## src/rtl/xvec2_md_lane_seq.sv

```systemverilog
// Sequences a LANES-wide vector mul/div request through one scalar mul/div unit, lane by lane.
// Optional XVEC2_MD_ZERO_SKIP_EN: MUL lanes with a zero operand are written as 0 without issuing.
module xvec2_md_lane_seq #(
  parameter int unsigned XPR_LEN          = 32,
  parameter int unsigned LANES            = 2,
  parameter int unsigned MD_OP_WIDTH      = 2,
  parameter int unsigned MD_OUT_SEL_WIDTH = 2,
  localparam int unsigned VEC_XPR_LEN     = LANES * XPR_LEN
) (
  input  logic                        clk,
  input  logic                        reset,
  input  logic                        vreq_valid,
  output logic                        vreq_ready,
  input  logic                        vreq_in_1_signed,
  input  logic                        vreq_in_2_signed,
  input  logic [MD_OP_WIDTH-1:0]      vreq_op,
  input  logic [MD_OUT_SEL_WIDTH-1:0] vreq_out_sel,
  input  logic [VEC_XPR_LEN-1:0]      vreq_in_1,
  input  logic [VEC_XPR_LEN-1:0]      vreq_in_2,
  output logic                        vresp_valid,
  input  logic                        vresp_ready,
  output logic [VEC_XPR_LEN-1:0]      vresp_result,
  output logic                        md_req_valid,
  input  logic                        md_req_ready,
  output logic                        md_req_in_1_signed,
  output logic                        md_req_in_2_signed,
  output logic [MD_OP_WIDTH-1:0]      md_req_op,
  output logic [MD_OUT_SEL_WIDTH-1:0] md_req_out_sel,
  output logic [XPR_LEN-1:0]          md_req_in_1,
  output logic [XPR_LEN-1:0]          md_req_in_2,
  input  logic                        md_resp_valid,
  input  logic [XPR_LEN-1:0]          md_resp_result
);

  localparam int unsigned LANE_W = (LANES > 1) ? $clog2(LANES) : 1;

  typedef enum logic [1:0] {StIdle, StIssue, StWait, StDone} state_e;

  state_e                      state_q;
  logic [LANE_W-1:0]           lane_q;
  logic [VEC_XPR_LEN-1:0]      in_1_q, in_2_q, result_q, result_d;
  logic                        in_1_signed_q, in_2_signed_q;
  logic [MD_OP_WIDTH-1:0]      op_q;
  logic [MD_OUT_SEL_WIDTH-1:0] out_sel_q;

  logic [XPR_LEN-1:0] cur_in_1, cur_in_2, lane_data;
  logic               last_lane, skip_lane, lane_wr;

  always_comb begin
    cur_in_1 = '0;
    cur_in_2 = '0;
    for (int unsigned k = 0; k < LANES; k++) begin
      if (lane_q == LANE_W'(k)) begin
        cur_in_1 = in_1_q[k*XPR_LEN +: XPR_LEN];
        cur_in_2 = in_2_q[k*XPR_LEN +: XPR_LEN];
      end
    end
  end

`ifdef XVEC2_MD_ZERO_SKIP_EN
  localparam logic [MD_OP_WIDTH-1:0] MD_OP_MUL = '0;
  assign skip_lane = (op_q == MD_OP_MUL) && ((cur_in_1 == '0) || (cur_in_2 == '0));
`else
  assign skip_lane = 1'b0;
`endif

  assign last_lane = (lane_q == LANE_W'(LANES - 1));
  assign lane_data = skip_lane ? '0 : md_resp_result;
  // A lane completes either from a scalar response in WAIT or a skipped MUL in ISSUE.
  assign lane_wr   = ((state_q == StIssue) && skip_lane) || ((state_q == StWait) && md_resp_valid);

  always_comb begin
    result_d = result_q;
    for (int unsigned k = 0; k < LANES; k++) begin
      if (lane_q == LANE_W'(k)) result_d[k*XPR_LEN +: XPR_LEN] = lane_data;
    end
  end

  always_ff @(posedge clk or negedge reset) begin
    if (!reset) begin
      state_q       <= StIdle;
      lane_q        <= '0;
      result_q      <= '0;
      in_1_q        <= '0;
      in_2_q        <= '0;
      in_1_signed_q <= 1'b0;
      in_2_signed_q <= 1'b0;
      op_q          <= '0;
      out_sel_q     <= '0;
    end else begin
      unique case (state_q)
        StIdle: begin
          if (vreq_valid) begin
            in_1_q        <= vreq_in_1;
            in_2_q        <= vreq_in_2;
            in_1_signed_q <= vreq_in_1_signed;
            in_2_signed_q <= vreq_in_2_signed;
            op_q          <= vreq_op;
            out_sel_q     <= vreq_out_sel;
            result_q      <= '0;
            lane_q        <= '0;
            state_q       <= StIssue;
          end
        end
        StIssue, StWait: begin
          if (lane_wr) begin
            result_q <= result_d;
            if (last_lane) begin
              state_q <= StDone;
            end else begin
              lane_q  <= lane_q + 1'b1;
              state_q <= StIssue;
            end
          end else if ((state_q == StIssue) && md_req_ready) begin
            state_q <= StWait;
          end
        end
        StDone: begin
          if (vresp_ready) state_q <= StIdle;
        end
        default: state_q <= StIdle;
      endcase
    end
  end

  assign vreq_ready         = (state_q == StIdle);
  assign vresp_valid        = (state_q == StDone);
  assign vresp_result       = result_q;
  assign md_req_valid       = (state_q == StIssue) && !skip_lane;
  assign md_req_in_1_signed = in_1_signed_q;
  assign md_req_in_2_signed = in_2_signed_q;
  assign md_req_op          = op_q;
  assign md_req_out_sel     = out_sel_q;
  assign md_req_in_1        = cur_in_1;
  assign md_req_in_2        = cur_in_2;

endmodule

```

## config.mk

```make
export PLATFORM = sky130hd
export DESIGN_NAME = xvec2_md_lane_seq
export DESIGN_NICKNAME = d
export VERILOG_FILES = /design/src/rtl/xvec2_md_lane_seq.sv
export SDC_FILE = /design/constraint.sdc
export NUM_CORES = 1
export LEC_CHECK = 0
export BUFFER_PORTS_ARGS = -buffer_cell sky130_fd_sc_hd__clkbuf_2
export CORE_MARGIN = 5
export CORE_UTILIZATION = 51
export CTS_CLUSTER_SIZE = 8
export DETAILED_ROUTE_END_ITERATION = 10
export GPL_TIMING_DRIVEN = 0
export PLACE_DENSITY = 0.81
export SLEW_MARGIN = 40
export SYNTH_ARGS = -nofsm -noshare
export SYNTH_HDL_FRONTEND = slang
export SYNTH_SLANG_ARGS = --single-unit
```

## constraint.sdc

```tcl
create_clock -name clk -period 2.2 [get_ports clk]
set_input_delay 0.44 -clock clk [delete_from_list [all_inputs] [get_ports clk]]
set_output_delay 0.44 -clock clk [all_outputs]
set_load 0.05 [all_outputs]
```

==> summary.md <==
| Metric | Value |
|---|---|
| Ys async rst share | 1.00 |
| First-pass DRT Iterations | 4 |
| RSZ-0062 raised after global routing | true |
| Reg2Reg Setup Slack | 160 ps |
| Distinct cells, synth | 28 |
| Initial Utilization | 0.513 |
| Met1 Track Usage GR | 0.292 |
| Core Area | 17,800 µm² |
| Min Tclk post-route | 2240 ps |
| Sink Count | 201 |
| Failing checks | setup timing |
| Die area | 20,700 µm² |
| Top_reg_cell synth | dfrtp_1 |
| Worst hold endpoint | in_2_q[47]$_DFFE_PN0P_ |
| Total vias in the final route | 7,000 |
| GR Overflow Total | 0 |
| Post-synth EDFFs | 0 |
| Final instance count without filler cells | 1,286 |
| Detailed Place HPWL | 18.6 mm |
| CP Capture Type | output port |
| GR Util met2 | 0.430 |
| Final Worst Setup Slack | -37.1 ps |
| Worst Max-Slew Pin Slew | 556 ps |
| Gpl congestion | 0.830 |
| Hold path depth | 2 |
| Mapped cell area | 9160 µm² |
| FMAX | 0.447 GHz |
| Hold Vio Cnt, Final | 0 |
| Multi-input logic area | 3690 µm² |
| TritonCTS Buffers | 29 |
| Count leader, synth | dfrtp_1 |
| Global-route wire length before repair | 40.3 mm |
| Root Buffer | clkbuf_16 |
| Status | finished, violations left |
| TritonCTS clock tree | done |
| Global route hottest layer | met2 |
| Tot GR Track Use | 0.247 |
| Share of the synthesized area in the top cell type | 0.549 |
| Worst Hold Class | in2reg |
| Largest buffer count on any clock path | 3 |
| DRC Markers | 0 |
| Met3 Usage GRT | 0.0737 |
| Die X | 144 µm |
| H-tree lvl count | 1 |
| Layout cells sized above 1 | 0.560 |
| Most instantiated cells after synthesis | dfrtp_1, mux2_2, nand2_1 |
| Flops & latches, synth | 201 |
| Mapped Nets | 882 |
| Tcrit/Tclk final | 1.02 |
| Vias per Instance | 5.44 |
| Final WL | 27.8 mm |
| Area leader, netlist | dfrtp_1 |
| Reg-to-reg critical path startpoint | state_q[0]$_DFFE_PN0P_ |
| Clock skew | 9.08 ps |
| Final Max Tran Viols | 0 |
| PortBufs | 308 |
| Skew-Pair Late Insertion Delay | 530 ps |
| Synth Area per Inst | 13.0 µm² |
| Reg-to-reg endpoint | in_2_q[59]$_DFFE_PN0P_ |
| Reg2reg path depth | 6 |
| Register area | 5030 µm² |
| DIE HEIGHT | 144 µm |
| Worst Path Arrival | 1800 ps |
| Fin nets | 1,232 |
| # IOs | 309 |
| Final setup fails | 36 |
| CP startpoint kind | flop |
| Slew margin rel. | 0.629 |
| Placed cell count | 1,246 |
| # Max-Cap Violations | 0 |
| Largest net degree at the start of global routing | 69 |
| Layout area overhead | 39.8% |
| WS Path Type | reg2out |
| Vias in the first global route | 7,572 |
| Row count | 49 |
| Synth warn | 0 |
| Hold wc startpoint | vreq_in_2[47] |
| ANT nets after route | 0 |
| Worst-path fanout max | 7 |
| Ranking of synthesized cells by area | dfrtp_1, mux2_2, mux2i_1 |
| Filler instances | 1,158 |
| Syn Inst Count | 706 |
| Initial antenna violation count | 0 |
| Inserted Diodes | 0 |
| Routed WL per cell | 21.6 µm |
| 1st-iter DRT viols | 252 |
| Register area share after synthesis | 0.549 |
| Clk pin slew, worst setup/hold paths | 50 ps |
| CP required | 1760 ps |
-- what timing repair did --
item | CTS | global route
endpoints found under the hold margin | 25 | 0
endpoints found under the setup margin | 64 | 64
pin swaps | 0 | 0
hold buffers | 1 | 0
setup buffers | 2 | 1
gates resized for setup | 137 | 136
cloned | 2 | 3
-- routing by layer --
layer  part of all wire  wire length [µm]  up-vias
li1                   -                 -     3148
met5                  0                 0        -
met1               0.36             10000     3439
met3              0.091              2540       85
met4              0.046              1270        0
met2               0.50             13900      328
-- cell families after synthesis --
family,share of synthesized area
muxes,0.281
DFF,0.549
buffers and inverters,0.0627
and+or+nand+nor,0.0373
AOI/OAI and AO/OA,0.0640
adders and majority gates,0.00547
-- worst max-delay path, stage by stage (launching register included) --
cell and delay (ps):
dfrtp_2 440, buf_12 170, clkbuf_16 170, mux2_4 330
buf_8 160
-- state kept, by name, indices dropped and copies added, names as in the netlist --
name / cells
in_1_q: 64
in_2_q: 64
vresp_result: 64
md_req_op: 2
md_req_out_sel: 2
state_q: 2
lane_q: 1
md_req_in_1_signed: 1
md_req_in_2_signed: 1
-- worst max path at each step --
stage                                       from                             end  cells after the start
after floorplan           state_q[0]$_DFFE_PN0P_    vresp_result[10]$_DFFE_PN0P_                      6
after detailed placement      lane_q$_DFFE_PN0P_                 md_req_in_1[30]                      4
final                         lane_q$_DFFE_PN0P_                 md_req_in_1[30]                      4
after global placement                     reset  md_req_in_2_signed$_DFFE_PN0P_                      1
after global routing          lane_q$_DFFE_PN0P_                  md_req_in_2[9]                      4
after CTS                     lane_q$_DFFE_PN0P_                 md_req_in_2[29]                      4
-- final cells by class --
cell class / count / share of cell area
Buffer: 50 / 0.0346
Clock buffer: 30 / 0.0570
Clock inverter: 2 / 0.00137
Inverter: 66 / 0.0194
Multi-Input combinational cell: 389 / 0.288
Sequential cell: 201 / 0.393
Tap cell: 229 / 0.0224
Timing Repair Buffer: 319 / 0.184
-- metrics by stage --
stage          cell area, µm²  hold slack (ps)  setup TNS (ps)   util  setup WS [ps]
6_report                12800              137            -435  0.718          -37.1
5_1_grt                 12800              127           -2740  0.718          -78.7
4_1_cts                 12400              124           -4670  0.696          -93.6
3_5_place_dp            11100              350           -1140  0.621          -81.3
3_3_place_gp            11000              482         -650550  0.616          -3260
2_1_floorplan            9160              144               0      -            207
-- placed cells by master, fill, tap and decap left out, types with 2 or more instances in the layout --
master,netlist,layout
and3_1,6,6
dfrtp_1,201,200
buf_8,0,50
buf_6,7,22
o2111ai_1,26,26
clkbuf_1,12,12
mux2i_1,33,33
mux2_2,198,162
inv_1,66,66
buf_4,1,3
buf_16,0,4
clkbuf_2,0,243
ha_1,4,4
clkbuf_16,0,32
buf_12,3,10
mux2_4,1,37
nand2_1,67,67
nor2b_1,3,3
a21oi_1,2,2
buf_2,27,20
clkbuf_8,0,2
o211ai_1,38,38
Power is left out: the tool's default activity adds up to more than one toggle a clock period on the data nets, which glitch-free logic cannot reach.
